--- config.mk ---
export PLATFORM = sky130hd
export DESIGN_NAME = vector_store_sequencer
export DESIGN_NICKNAME = d
export VERILOG_FILES = /design/src/rtl/vector_store_sequencer.sv
export SDC_FILE = /design/constraint.sdc
export NUM_CORES = 1
export LEC_CHECK = 0
export CAP_MARGIN = 20
export CORE_ASPECT_RATIO = 0.9
export CORE_MARGIN = 2
export CORE_UTILIZATION = 50
export CTS_BUF_LIST = sky130_fd_sc_hd__clkbuf_4 sky130_fd_sc_hd__clkbuf_8
export CTS_CLUSTER_DIAMETER = 30
export CTS_CLUSTER_SIZE = 12
export DETAILED_ROUTE_END_ITERATION = 7
export PLACE_DENSITY_LB_ADDON = 0.12
export RECOVER_POWER = 50
export SYNTH_ARGS = -nofsm -noshare
export SYNTH_HDL_FRONTEND = slang
export SYNTH_SLANG_ARGS = --single-unit
--- constraint.sdc ---
create_clock -name clk -period 11.5 [get_ports clk]
set_input_delay 2.3 -clock clk [delete_from_list [all_inputs] [get_ports clk]]
set_output_delay 2.3 -clock clk [all_outputs]
set_load 0.005 [all_outputs]
--- src/rtl/vector_store_sequencer.sv ---
// Serialises one captured vector into LANES byte writes, one lane per cycle, then pulses done.
// Optional per-lane write masking is enabled by defining VSTORE_LANE_MASK_EN.
module vector_store_sequencer #(
  parameter int unsigned LANES  = 16,
  parameter int unsigned LANE_W = 8,
  parameter int unsigned ADDR_W = 12
) (
  input  logic                      clk,
  input  logic                      reset,
  input  logic                      start_valid,
  output logic                      start_ready,
  input  logic [LANES*LANE_W-1:0]   vector_data_in,
  input  logic [ADDR_W-1:0]         base_address,
`ifdef VSTORE_LANE_MASK_EN
  input  logic [LANES-1:0]          lane_mask,
`endif
  output logic [ADDR_W-1:0]         mem_address,
  output logic [LANE_W-1:0]         mem_data,
  output logic                      mem_wren,
  output logic                      busy,
  output logic                      done
);

  localparam int unsigned LaneIdxW = (LANES > 1) ? $clog2(LANES) : 1;
  localparam logic [LaneIdxW-1:0] LastLane = LaneIdxW'(LANES - 1);

  typedef enum logic [1:0] {StIdle, StWrite, StDone} state_e;

  state_e                    state_q, state_d;
  logic [LaneIdxW-1:0]       lane_q, lane_d;
  logic [LANES*LANE_W-1:0]   vec_q, vec_d;
  logic [ADDR_W-1:0]         base_q, base_d;
`ifdef VSTORE_LANE_MASK_EN
  logic [LANES-1:0]          mask_q, mask_d;
`endif

  logic [ADDR_W-1:0]         mem_address_q, mem_address_d;
  logic [LANE_W-1:0]         mem_data_q, mem_data_d;
  logic                      mem_wren_q, mem_wren_d;
  logic                      busy_q, busy_d;
  logic                      done_q, done_d;
  logic                      start_ready_q, start_ready_d;

  always_comb begin
    state_d = state_q;
    lane_d  = lane_q;
    vec_d   = vec_q;
    base_d  = base_q;
`ifdef VSTORE_LANE_MASK_EN
    mask_d  = mask_q;
`endif

    unique case (state_q)
      StIdle: begin
        if (start_valid && start_ready_q) begin
          vec_d   = vector_data_in;
          base_d  = base_address;
`ifdef VSTORE_LANE_MASK_EN
          mask_d  = lane_mask;
`endif
          lane_d  = '0;
          state_d = StWrite;
        end
      end
      StWrite: begin
        if (lane_q == LastLane) begin
          state_d = StDone;
        end else begin
          lane_d = lane_q + 1'b1;
        end
      end
      StDone: begin
        state_d = StIdle;
      end
      default: begin
        state_d = StIdle;
      end
    endcase
  end

  // Outputs are computed from the next state and registered, so no input reaches a port
  // combinationally; the captured copies (vec_d/base_d) only differ from inputs at acceptance.
  always_comb begin
    start_ready_d = (state_d == StIdle);
    busy_d        = (state_d != StIdle);
    done_d        = (state_d == StDone);
    mem_wren_d    = 1'b0;
    mem_address_d = mem_address_q;
    mem_data_d    = mem_data_q;
    if (state_d == StWrite) begin
      mem_address_d = base_d + ADDR_W'(lane_d);
      mem_data_d    = vec_d[lane_d*LANE_W +: LANE_W];
`ifdef VSTORE_LANE_MASK_EN
      mem_wren_d    = mask_d[lane_d];
`else
      mem_wren_d    = 1'b1;
`endif
    end
  end

  always_ff @(posedge clk or posedge reset) begin
    if (reset) begin
      state_q       <= StIdle;
      lane_q        <= '0;
      vec_q         <= '0;
      base_q        <= '0;
`ifdef VSTORE_LANE_MASK_EN
      mask_q        <= '0;
`endif
      mem_address_q <= '0;
      mem_data_q    <= '0;
      mem_wren_q    <= 1'b0;
      busy_q        <= 1'b0;
      done_q        <= 1'b0;
      start_ready_q <= 1'b1;
    end else begin
      state_q       <= state_d;
      lane_q        <= lane_d;
      vec_q         <= vec_d;
      base_q        <= base_d;
`ifdef VSTORE_LANE_MASK_EN
      mask_q        <= mask_d;
`endif
      mem_address_q <= mem_address_d;
      mem_data_q    <= mem_data_d;
      mem_wren_q    <= mem_wren_d;
      busy_q        <= busy_d;
      done_q        <= done_d;
      start_ready_q <= start_ready_d;
    end
  end

  assign start_ready = start_ready_q;
  assign mem_address = mem_address_q;
  assign mem_data    = mem_data_q;
  assign mem_wren    = mem_wren_q;
  assign busy        = busy_q;
  assign done        = done_q;

endmodule

==> results of run 1 <==
synth_stat cells (4+ instances only):
| cell type | number | share of area [%] |
|---|---|---|
| clkbuf_1 | 24 | 1.1 |
| buf_4 | 4 | 0.36 |
| nand3_1 | 9 | 0.54 |
| a21oi_1 | 13 | 0.78 |
| nand2_1 | 293 | 13 |
| nor2_1 | 25 | 1.1 |
| nor4bb_1 | 4 | 0.48 |
| mux2_2 | 44 | 6.0 |
| a21o_1 | 25 | 2.3 |
| and4bb_1 | 4 | 0.60 |
| dfrtp_1 | 169 | 51 |
| ha_1 | 4 | 0.60 |
| mux2i_1 | 37 | 4.5 |
| xnor2_1 | 4 | 0.42 |
| buf_2 | 17 | 1.0 |
| a311oi_1 | 8 | 0.84 |
| nor3_1 | 15 | 0.90 |
| o211a_1 | 16 | 1.9 |
| inv_1 | 12 | 0.54 |
| or3_1 | 14 | 1.1 |
| o21ai_0 | 6 | 0.36 |
| o211ai_1 | 32 | 2.9 |
cells by family after synthesis:
| kind of cell | Yosys count | share of synthesized area (%) |
|---|---|---|
| xor gates and xnor gates | 4 | 0.422 |
| muxes | 83 | 11.0 |
| AOI/OAI and AO/OA | 127 | 12.1 |
| DFF | 170 | 51.2 |
| and+or+nand+nor | 391 | 20.5 |
| buffers and inverters | 68 | 4.19 |
| adders and majority gates | 4 | 0.603 |
final cells by class:
class	instances	area, sq um	share of cell area (%)
Sequential cell	170	4260	40.6
Multi-Input combinational cell	609	3700	35.4
Timing Repair Buffer	172	1710	16.3
Clock buffer	21	289	2.76
Tap cell	207	259	2.47
Clock inverter	11	189	1.80
Inverter	15	62.6	0.598
per-stage QoR:
step           worst slack, ns  cells
2_1_floorplan             4.60    847
3_3_place_gp              4.96   1171
3_5_place_dp              4.80   1172
4_1_cts                   5.28   1204
5_1_grt                   2.87   1205
6_report                  3.46   1205
layer usage:
metal  global-route usage [%]  wire length (um)  up-vias
li1                         -                 -     3187
met1                     37.1             10300     3228
met2                     35.6              9530      251
met3                     6.58              1650       36
met4                     9.76               578        0
met5                        0                 0        -
power by group through the flow:
stage	Combinational (W)	Sequential (W)	Clock, W
6_report	0.00170	0.000998	0.000499
5_1_grt	0.00187	0.00103	0.000529
4_1_cts	0.00171	0.000999	0.000505
3_5_place_dp	0.00170	0.00101	0
3_3_place_gp	0.00167	0.000999	0
2_1_floorplan	0.00127	0.000974	0
registers in the layout, summed over array words and instances, names as in the netlist:
name         flops
vec_q          128
base_q          12
mem_address     12
mem_data         8
lane_q           4
state_q          2
busy             1
done             1
mem_wren         1
start_ready      1
worst min-delay path by stage:
stage	to	slack (ns)	startpoint	cells past startpoint
3_3_place_gp	vec_q[69]$_DFF_PP0_	0.45	vec_q[69]$_DFF_PP0_	2
2_1_floorplan	vec_q[15]$_DFF_PP0_	0.44	vec_q[15]$_DFF_PP0_	2
6_report	vec_q[3]$_DFF_PP0_	0.48	vec_q[3]$_DFF_PP0_	2
3_5_place_dp	vec_q[78]$_DFF_PP0_	0.46	vec_q[78]$_DFF_PP0_	2
4_1_cts	vec_q[82]$_DFF_PP0_	0.48	vec_q[82]$_DFF_PP0_	2
5_1_grt	vec_q[38]$_DFF_PP0_	0.50	vec_q[38]$_DFF_PP0_	2
tightest hold or removal path, cell delays in order, from the launching register on:
cell	delay [ns]
dfrtp_1	0.33
nand2_1	0.04
nand2_1	0.07
==> results by group, run 1 <==
Setup path
  – Worst path required time: 11.87 ns
  – Slowest cell on crit path: clkbuf_1
  – Crit end category: flip-flop
  – Setup Crit Path Kind: in -> reg
  – Worst stage delay on the critical path: 2.96 ns
  – CP Buf/Inv Count: 2
  – Reg-to-Reg End: mem_address[10]$_DFFE_PP0P_
  – Cell Chain, Critical Path: dlygate4sd3_1 -> nand4bb_4 -> clkbuf_1 -> o211ai_2 -> a2bb2oi_1 -> o2111a_1 -> nor4_1 -> nor3_1
  – FF-to-FF Start: state_q[0]$_DFF_PP0_
  – Worst-case reg-to-reg path depth: 7
  – Stages on worst setup path: 8
  – CP Launch Type: input port
  – Crit path DAT: 8.41 ns
  – Worst Setup SP: start_valid
  – R2r setup slk: 5.40 ns
  – Worst Path Max Fanout: 91
  – Crit-path leading delay family: buffers and inverters
  – Worst Setup EP: mem_address[10]$_DFFE_PP0P_

Floorplanning
  – Core ar.: 16200 sq um
  – Initial Utilization: 51.3%
  – Top-level I/O count: 167
  – Chip Height: 126 um
  – Die X: 140 um
  – FP Rows: 44
  – Die area: 17700 sq um

Synth
  – Post-Syn Area: 8310 sq um
  – Mapped Cells: 847
  – YS warnings: 0
  – EDFF count, synth: 0
  – Sequential area share after synthesis: 51.2%
  – Syn_nets: 994
  – Library cells used by synthesis: 68
  – FF+latch count, synth: 170
  – Top_reg_cell synth: dfrtp_1
  – Avg Cell Area, Syn: 9.81 sq um
  – Fraction of registers with async set/reset: 100%

Power
  – Total power: 0.00320 W
  – Int Pwr: 0.00186 W
  – Switching pwr: 0.00134 W
  – Register share of total power: 31.2%
  – Comb pwr share: 53.2%
  – Clock share of power: 15.6%
  – Leakage power: 4.93 nW
  – VDD IR-drop max: 0.000180 V
  – Power Dens Cells: 306 nW/um^2
  – Switching Fraction: 41.7%

Route
  – DR iter-0 viols: 547
  – Post-DR wirelength/cell: 18.3 um
  – Remaining antenna violation count: 0
  – Drt total wl: 22100 um
  – 1st-pass router iterations: 5
  – DR DRC count: 0
  – Via density: 5.56
  – Vias post-DR: 6702

STA
  – Max_slew headroom: -195%
  – Skew final: 0.0108 ns
  – RSZ-0062 raised after global routing: false
  – Fmax achieved: 124 MHz
  – Tmin final: 8.04 ns
  – Final-report hold violation count: 0
  – Endpoints failing setup: 0
  – Fin. max-slew vios: 250
  – Total negative setup slack: 0 ns
  – Worst Hold Slack: 0.477 ns
  – Worst Tran Pin Value: 4.39 ns
  – Post-route clock period utilization: 69.9%

Global route
  – Initial antenna violation count: 0
  – Total grt overflow: 0
  – Vias in the first global route: 6489
  – Pin count of the biggest net entering global routing: 102
  – Total track usage: 25.2%
  – First-pass GRT wire length: 34600 um

Finish
  – Commonest non-fill, non-tap cells in the layout: 293 x nand2_1, 169 x dfrtp_1, 141 x clkdlybuf4s50_1, 38 x mux2i_1, 32 x o211ai_1
  – Fin area: 10500 sq um
  – Area grow syn2layout: 26.0%
  – Nets: 1132
  – Fill cell count: 1381
  – # diodes: 0
  – Share of cells above drive strength 1: 7.31%
  – Commonest non-fill, non-tap cell in the layout: nand2_1
  – Fin util: 64.7%

Placed design
  – Area after DPL: 10000 sq um
  – IO buf count: 166
  – Dpl hpwl: 15100 um
  – Final Wtd Congestion: 0.844

Clocking
  – Hold Buf Count CTS: 0
  – TritonCTS Sinks: 170
  – CTS tree: built
  – Clk buf depth: 2
  – Number of CTS-inserted buffers: 17
  – Clock latency on the worst-skew pair: 0.46 ns
  – H-Tree Depth: 4
  – Post-CTS sizing: 0
  – Setup bufs post-CTS: 0
  – Clock Tree Root: clkbuf_8
  – Worst-path clk slew: 0.09 ns

Flow run
  – Max-Cap Viols: 3

Run status
  – Failing checks: max-capacitance violations, max-slew violations
  – Status: finished with violations

Hold path
  – Worst hold path class: reg -> reg
No activity file was read; power rests on OpenSTA's default activity.
==> run 2, diff against run 1 <==
--- a/config.mk
+++ b/config.mk
@@ -8,7 +8,7 @@
 export CAP_MARGIN = 20
 export CORE_ASPECT_RATIO = 0.9
 export CORE_MARGIN = 2
-export CORE_UTILIZATION = 50
+export CORE_UTILIZATION = 48
 export CTS_BUF_LIST = sky130_fd_sc_hd__clkbuf_4 sky130_fd_sc_hd__clkbuf_8
 export CTS_CLUSTER_DIAMETER = 30
 export CTS_CLUSTER_SIZE = 12
==> constraint.sdc (replaced) <==
create_clock -name clk -period 6.59 [get_ports clk]
set_input_delay 1.318 -clock clk [delete_from_list [all_inputs] [get_ports clk]]
set_output_delay 1.318 -clock clk [all_outputs]
set_load 0.005 [all_outputs]
==> results by group, run 2 (synthesized netlist as in run 1, its figures left out) <==
Clocking
  – Post-CTS sizing: 0
  – Hold Buf Count CTS: 0
  – Clock latency on the worst-skew pair: 0.46 ns
  – Number of CTS-inserted buffers: 17
  – TritonCTS Sinks: 170
  – Setup bufs post-CTS: 0
  – Worst-path clk slew: 0.09 ns
  – H-Tree Depth: 4
  – Clock Tree Root: clkbuf_8
  – CTS tree: built
  – Clk buf depth: 2

Hold path
  – Min-Delay Path Depth: 2
  – Hold EP: vec_q[94]$_DFF_PP0_
  – Worst hold path class: reg -> reg
  – Hold_sp: vec_q[94]$_DFF_PP0_

Route
  – DR iter-0 viols: 564
  – Drt total wl: 21800 um
  – DR DRC count: 0
  – Post-DR wirelength/cell: 18.0 um
  – Remaining antenna violation count: 0
  – Vias post-DR: 6565
  – 1st-pass router iterations: 4
  – Via density: 5.42

Run status
  – Status: finished with violations
  – Failing checks: max-capacitance violations, max-slew violations

Setup path
  – Worst path required time: 6.89 ns
  – FF-to-FF Start: lane_q[0]$_DFF_PP0_
  – Crit end category: flip-flop
  – Setup Crit Path Kind: in -> reg
  – Reg-to-Reg End: mem_address[5]$_DFFE_PP0P_
  – R2r setup slk: 2.41 ns
  – Worst-case reg-to-reg path depth: 13
  – Crit path DAT: 5.22 ns
  – CP Launch Type: input port
  – Worst Path Max Fanout: 18

Global route
  – Pin count of the biggest net entering global routing: 92
  – Total grt overflow: 0
  – First-pass GRT wire length: 34500 um
  – Initial antenna violation count: 0
  – Vias in the first global route: 6285
  – Total track usage: 24.6%

Finish
  – Area grow syn2layout: 26.1%
  – Commonest non-fill, non-tap cells in the layout: 293 x nand2_1, 169 x dfrtp_1, 162 x clkdlybuf4s50_1, 43 x mux2_2, 37 x mux2i_1
  – Commonest non-fill, non-tap cell in the layout: nand2_1
  – Fin area: 10500 sq um
  – Largest register FFs: 128
  – Largest reg by FF count: vec_q
  – # diodes: 0
  – Nets: 1134
  – Share of cells above drive strength 1: 9.90%

STA
  – Tmin final: 4.91 ns
  – Total negative setup slack: 0 ns
  – Max_slew headroom: -94.0%
  – Fmax achieved: 204 MHz
  – Final-report hold violation count: 0
  – Endpoints failing setup: 0
  – RSZ-0062 raised after global routing: false
  – Fin. max-slew vios: 67
  – Worst Tran Pin Value: 2.89 ns
  – Post-route clock period utilization: 74.5%
  – Skew final: 0.0101 ns

Placed design
  – IO buf count: 166
  – Dpl hpwl: 15500 um
  – Area after DPL: 10000 sq um
  – Final Wtd Congestion: 0.880

Power
  – Power Dens Cells: 532 nW/um^2
  – VDD IR-drop max: 0.000263 V
  – Leakage power: 4.91 nW

Floorplanning
  – Die area: 18400 sq um
  – Die X: 143 um
  – Core ar.: 16900 sq um
  – Initial Utilization: 49.2%
  – Chip Height: 129 um
  – FP Rows: 45
  – Top-level I/O count: 167

Flow run
  – Max-Cap Viols: 1
-- run 2: cell types whose count changed in the layout (fill, tap and decap cells not counted), moves of 3 or more --
cell | before | now
dlygate4sd3_1 | 25 | 4
mux2_1 | 23 | 1
clkinv_2 | 3 | 0
mux2_2 | 21 | 43
clkbuf_4 | 0 | 3
clkdlybuf4s50_1 | 141 | 162
-- run 2: worst max-delay path: stages --
cell and delay [ns]:
dlygate4sd3_1 0.58, and4bb_1 0.42, nor2_1 0.97, nand2_1 0.10, o21ai_0 0.15, ha_1 0.21, inv_1 0.07, a2111oi_2 0.43
nor4_2 0.09, a221oi_2 0.52, and4_1 0.26, o31ai_1 0.08
-- run 2: metrics by stage --
stage	util (%)	setup WS [ns]	instances	power, W	hold slack [ns]
after floorplan	-	0.670	847	0.00391	0.436
after global placement	59.4	1.98	1179	0.00464	0.452
after detailed placement	59.4	1.85	1179	0.00471	0.458
after CTS	62.2	2.33	1211	0.00559	0.478
after global routing	62.0	1.32	1211	0.00598	0.490
final	62.0	1.68	1211	0.00557	0.474
-- run 2: how the worst max path moves through the flow --
| stage | start | end | slack [ns] | depth (start not counted) |
|---|---|---|---|---|
| 3_3_place_gp | start_valid | mem_address[5]$_DFFE_PP0P_ | 1.98 | 12 |
| 3_5_place_dp | start_valid | mem_address[5]$_DFFE_PP0P_ | 1.85 | 12 |
| 4_1_cts | start_valid | mem_address[5]$_DFFE_PP0P_ | 2.33 | 12 |
| 5_1_grt | start_valid | mem_address[5]$_DFFE_PP0P_ | 1.32 | 12 |
| 2_1_floorplan | reset | base_q[0]$_DFF_PP0_ | 0.67 | 1 |
| 6_report | start_valid | mem_address[5]$_DFFE_PP0P_ | 1.68 | 12 |
-- run 2: layout make-up --
class	instances	area, sq um
Multi-Input combinational cell	609	3700
Sequential cell	170	4260
Inverter	15	62.6
Timing Repair Buffer	174	1720
Tap cell	211	264
Fill cell	1422	6420
Clock buffer	22	284
Clock inverter	10	189
-- run 2: report_power, final --
group          total, W  switching (W)  internal, W
combinational   0.00296        0.00172      0.00124
clock          0.000867       0.000382     0.000485
sequential      0.00174       0.000193      0.00155
total           0.00557        0.00230      0.00327
-- run 2: metal layers --
metal	share of wire (%)	up-vias	GRT usage, %	wire length [um]
met5	0	-	0	0
met1	50	3130	37.9	10900
met2	43	209	34.8	9320
li1	-	3204	-	-
met3	6.1	22	5.92	1320
met4	1.4	0	6.58	306
==> edit 1, RTL diff (flow settings as in run 2) <==
Set the parameter `LANE_W` to 7 (it was 8).
--- a/src/rtl/vector_store_sequencer.sv
+++ b/src/rtl/vector_store_sequencer.sv
@@ -2,7 +2,7 @@
 // Optional per-lane write masking is enabled by defining VSTORE_LANE_MASK_EN.
 module vector_store_sequencer #(
   parameter int unsigned LANES  = 16,
-  parameter int unsigned LANE_W = 8,
+  parameter int unsigned LANE_W = 7,
   parameter int unsigned ADDR_W = 12
 ) (
   input  logic                      clk,
Ports: changed (resized mem_data and vector_data_in); port bits go from 167 to 150. The function was not compared with the original's and may differ.
==> edit 1 against run 2 <==
- global-route usage rose by 0.38 points
- synthesized area fell by 12%
- via count fell by 8.7%
- sequential power fell by 9.8%
- final area fell by 9.7%
- routed wire length fell by 12%
- count of clock-buffer cells in the layout rose by 3
- power fell by 14%
- setup slack improved by 410 ps
- sequential cell count fell by 17
- critical path type unchanged
- highest routed layer unchanged
==> edit 1: results (changes against run 2) <==
stage,metric,value,unit,change
run_status,run_status,completed,,
yosys,yosys-top-cells-count,"264 x nand2_1, 152 x dfrtp_1, 44 x mux2_2",,
yosys,synth.net_count,888,,-11%
final_layout,drive_gt1_share,10.8,%,+0.94 points
yosys,synth_area_leaders,"dfrtp_1 52%, nand2_1 14%, mux2_2 6.8%",,
critical_path,r2r_slack,2640,ps,+230 ps
critical_path,crit_slowest_cell,clkbuf_1,,
final_layout,finalNonFillerCells,1102,,-9.0%
global_routing,grtUsageMet1,37.2,%,-0.72 points
place,portBuffers,149,,-10%
critical_path,r2r-end,mem_address[7],,
global_routing,grt.busiest_layer,met2,,
place,place_inst,1069,,-9.3%
critical_path,r2r_cells,13,,unchanged
critical_path,slowest_delay,810,ps,-160 ps
sta,fmax,222,MHz,+9.0%
place,finalWeightedCongestion,0.849,,-3.5%
place,placed_cell_area,8970,µm²,-11%
final_layout,top_register,vec_q,,
critical_path,path_max_fanout,24,,+6
place,dp_hpwl,14.0,mm,-10%
sta,setup_violations,0,,unchanged
final_layout,nNetsFinal,1022,,-9.9%
global_routing,met2_usage,37.2,%,+2.4 points
yosys,ys_types,61,,-10%
sta,finClkSkew,9.40,ps,-0.710 ps
pwr,peakVddDrop,0.000261,V,-0.86%
global_routing,grt_first_pass_wirelength,31.2,mm,-9.7%
min_path,min-delay-start,vec_q[2],,
routing,vias,5992,,-8.7%
min_path,min_path_type,flip-flop to flip-flop,,
sta,worst_pin_slew,1090,ps,-1810 ps
routing,first_pass_iters,5,,+1
pwr,leakage,0.00433,µW,-12%
yosys,yosysSeqAreaShare,52.2,%,+1.0 points
global_routing,track_usage,25.0,%,+0.38 points
yosys,synthCells,757,,-11%
min_path,holdPathEnd,vec_q[2],,
global_routing,grt_start_max_net_pins,98,,+6.5%
routing,drt_wl_total,19.3,mm,-12%
routing,drtIter0Drc,572,,+1.4%
final_layout,largest_reg_flops,112,,-13%
clock_network,cts_resized,0,,unchanged
global_routing,globalRouteMet3Util,6.10,%,+0.18 points
critical_path,arrival,4860,ps,-360 ps
critical_path,crit_family,buffers and inverters,,
sta,hold_slack,471,ps,-3.40 ps
==> edit 1: cell count changes after synthesis, sizes merged, moves of 12 or more <==
cell / run 2 / this run
nand2: 293 / 265
mux2i: 39 / 26
o211a: 16 / 2
dfrtp: 169 / 152
or3: 14 / 2
nor2: 27 / 13
==> edit 1: logic make-up after synthesis <==
| group | count (synthesis) | share of synthesized area, % |
|---|---|---|
| AO/OA/AOI/OAI | 130 | 13.1 |
| XOR/XNOR | 4 | 0.478 |
| adder cells (fa/ha/maj) | 4 | 0.683 |
| buffers and inverters | 56 | 3.26 |
| flip-flops | 153 | 52.2 |
| multiplexers | 71 | 10.5 |
| AND/OR/NAND/NOR | 339 | 19.7 |
==> edit 1: report_power, final <==
part	internal (µW)	switching (µW)
sequential	1390	183
combinational	990	1400
clock	481	333
==> edit 1: worst max path at each step <==
stage                     slack (ps)             end  depth (start not counted)        start
after floorplan                 1150       base_q[0]                          1        reset
after global routing            1770  mem_address[4]                         13  start_valid
after detailed placement        1970     mem_data[5]                         10  start_valid
after CTS                       2440     mem_data[5]                         10  start_valid
after global placement          1990  mem_address[8]                         11  start_valid
final                           2080  mem_address[7]                         11  start_valid
==> edit 1: through the flow <==
step	util, %	worst slack [ps]
2_1_floorplan	-	1150
3_3_place_gp	60.5	1990
3_5_place_dp	60.5	1970
4_1_cts	63.7	2440
5_1_grt	63.8	1770
6_report	63.8	2080
==> edit 1: final cells by class <==
class                      count  area (µm²)
multi-input combinational    548        3280
timing repair buffer         158        1580
tap                          198         248
clock buffer                  25         332
sequential                   153        3830
fill                        1239        5370
inverter                      13        53.8
clock inverter                 7         135
==> edit 1: worst register-to-register path, cell delays in order (launching register included) <==
cell	delay [ps]
dfrtp_1	480
ha_1	280
and3_1	220
nor2_1	270
nor2_1	80
clkbuf_1	460
nand2_1	210
o21ai_0	140
ha_1	310
and3_1	190
a221o_1	370
a211oi_4	480
nor4_1	120
o31ai_1	250
==> edit 1: per-layer routing <==
layer | vias up | share of wire, %
li1 | 2890 | -
met1 | 2890 | 49
met2 | 195 | 44
met3 | 17 | 6.1
met4 | 0 | 0.90
met5 | - | 0
==> edit 2, RTL diff (config.mk and constraints of run 2) <==
Without the edit above. Re-encode `state_e` (3 states) as one-hot, 3 bits wide.
--- a/src/rtl/vector_store_sequencer.sv
+++ b/src/rtl/vector_store_sequencer.sv
@@ -24,7 +24,7 @@
   localparam int unsigned LaneIdxW = (LANES > 1) ? $clog2(LANES) : 1;
   localparam logic [LaneIdxW-1:0] LastLane = LaneIdxW'(LANES - 1);
 
-  typedef enum logic [1:0] {StIdle, StWrite, StDone} state_e;
+  typedef enum logic [2:0] {StIdle = 3'b001, StWrite = 3'b010, StDone = 3'b100} state_e;
 
   state_e                    state_q, state_d;
   logic [LaneIdxW-1:0]       lane_q, lane_d;
Function: no difference found for any inputs over 10 cycles, from zero or initial values and one cycle with reset high; not proved beyond that.
==> edit 2 against run 2 <==
- the run still ends with max-capacitance violations, max-slew violations left
- synthesized area is 3.9% lower
- combinational power is 39% lower
- routed wire length is 13% lower
- clock skew is 1.1 ps lower
- via count is 20% lower
- largest power group unchanged
- sequential share of layout area is 1.6 points higher
- final area is 3.2% lower
- power is 22% lower
- setup slack worse by 130 ps
- sequential cell count is 1 higher
==> edit 2: results (changes against run 2) <==
stage,metric,value,unit,change
yosys,synthCells,582,,-31%
place,pre_cts_slack,1410,ps,-437 ps
sta,report.final.slew_viol_count,114,,+70%
critical_path,r2r_cells,12,,-1
yosys,synth_area_leaders,"dfrtp_1 53%, mux2_2 19%, mux2i_1 8.1%",,
yosys,async_reset_ff_share,100,%,unchanged
yosys,yosys-top-cells-count,"169 x dfrtp_1, 136 x mux2_2, 65 x mux2i_1",,
critical_path,arrival,5380,ps,+160 ps
run_status,run_status,"finished, violations left",,
min_path,hold_depth,2,,unchanged
place,placed_cell_area,9730,µm²,-3.0%
routing,vias,5266,,-20%
sta,worst_slew_margin_rel,-17.9,%,+76 points
job,maxCapViolCount,2,,+1
run_status,violations,"max-capacitance violations, max-slew violations",,
yosys,yosys_warnings,0,,unchanged
final_layout,fillerInstances,1268,,-11%
final_layout,post-route-util,62.7,%,+0.65 points
critical_path,path_max_fanout,31,,+13
final_layout,drive_gt1_share,24.7,%,+15 points
global_routing,grt_start_max_net_pins,74,,-20%
pwr,leakage,0.00410,µW,-17%
yosys,yosysSeqAreaShare,53.6,%,+2.4 points
sta,finClkSkew,9.01,ps,-1.09 ps
global_routing,grt_pass1_vias,5623,,-11%
global_routing,grt_first_pass_wirelength,30.1,mm,-13%
place,dp_hpwl,13.8,mm,-11%
routing,drt_wl_total,19.1,mm,-13%
routing,drtIter0Drc,269,,-52%
place,finalWeightedCongestion,0.837,,-4.9%
clock_network,cts_buffers,17,,unchanged
global_routing,antenna_found_initial,0,,unchanged
place,portBuffers,166,,unchanged
global_routing,track_usage,22.2,%,-2.4 points
routing,first_pass_iters,4,,unchanged
pwr,peakVddDrop,0.000226,V,-14%
yosys,synth.net_count,729,,-27%
final_layout,nNetsFinal,890,,-22%
yosys,ys_types,57,,-16%
routing,vias_per_cell,5.47,,+0.87%
place,place_inst,931,,-21%
==> edit 2: cell count changes in the layout (fill, tap and decap cells not counted), moves of 14 or more <==
cell,change
nand2_1,-277
mux2_2,+80
o211ai_1,-30
mux2i_1,+28
a21o_1,-23
o211a_1,-16
a22o_1,+14
or3_1,-14
==> edit 2: worst paths after layout <==
path / start / endpoint / slack, ps
max: start_valid / mem_address[11] / 1540
max in group asynchronous: reset / vec_q[60] / 2480
max reg2reg: state_q[0] / mem_address[5] / 2420
min in group asynchronous: reset / base_q[3] / 1740
min reg2reg: mem_address[10] / mem_address[10] / 490
min: mem_address[10] / mem_address[10] / 490
==> edit 2: where the power goes <==
part           switching [µW]  internal, µW  leakage, µW  total (µW)
Clock                     366           426     0.000225         792
Combinational             864           952      0.00185        1820
Sequential                169          1570      0.00202        1740
==> edit 2: cell type report <==
type / instances / share of cell area, %
clock inverter: 5 / 0.765
sequential: 171 / 42.2
inverter: 15 / 0.617
multi-input combinational: 368 / 33.6
timing repair buffer: 170 / 16.7
tap: 207 / 2.55
clock buffer: 27 / 3.54
==> edit 2: logic make-up after synthesis <==
logic type	synth area share [%]
fa+ha+maj	0.627
compound gates	6.83
mux	27.5
xor+xnor	1.10
buf+inv	3.46
flops	53.6
simple gates	6.85
==> edit 2: worst max-delay path, cell delays in order <==
cell	delay, ps
dlygate4sd3_1	560
nand4b_1	340
nor2_8	180
a21oi_2	670
inv_2	390
o21ai_0	430
ha_1	240
inv_1	60
a32oi_1	240
o311ai_1	240
a2111oi_2	460
xnor2_1	160
a21oi_1	80
==> edit 2: routing by layer <==
metal | share of wire [%] | GRT usage [%]
met5 | 0 | 0
met4 | 2.0 | 7.94
met3 | 4.3 | 4.98
met2 | 50 | 36.7
met1 | 44 | 29.1
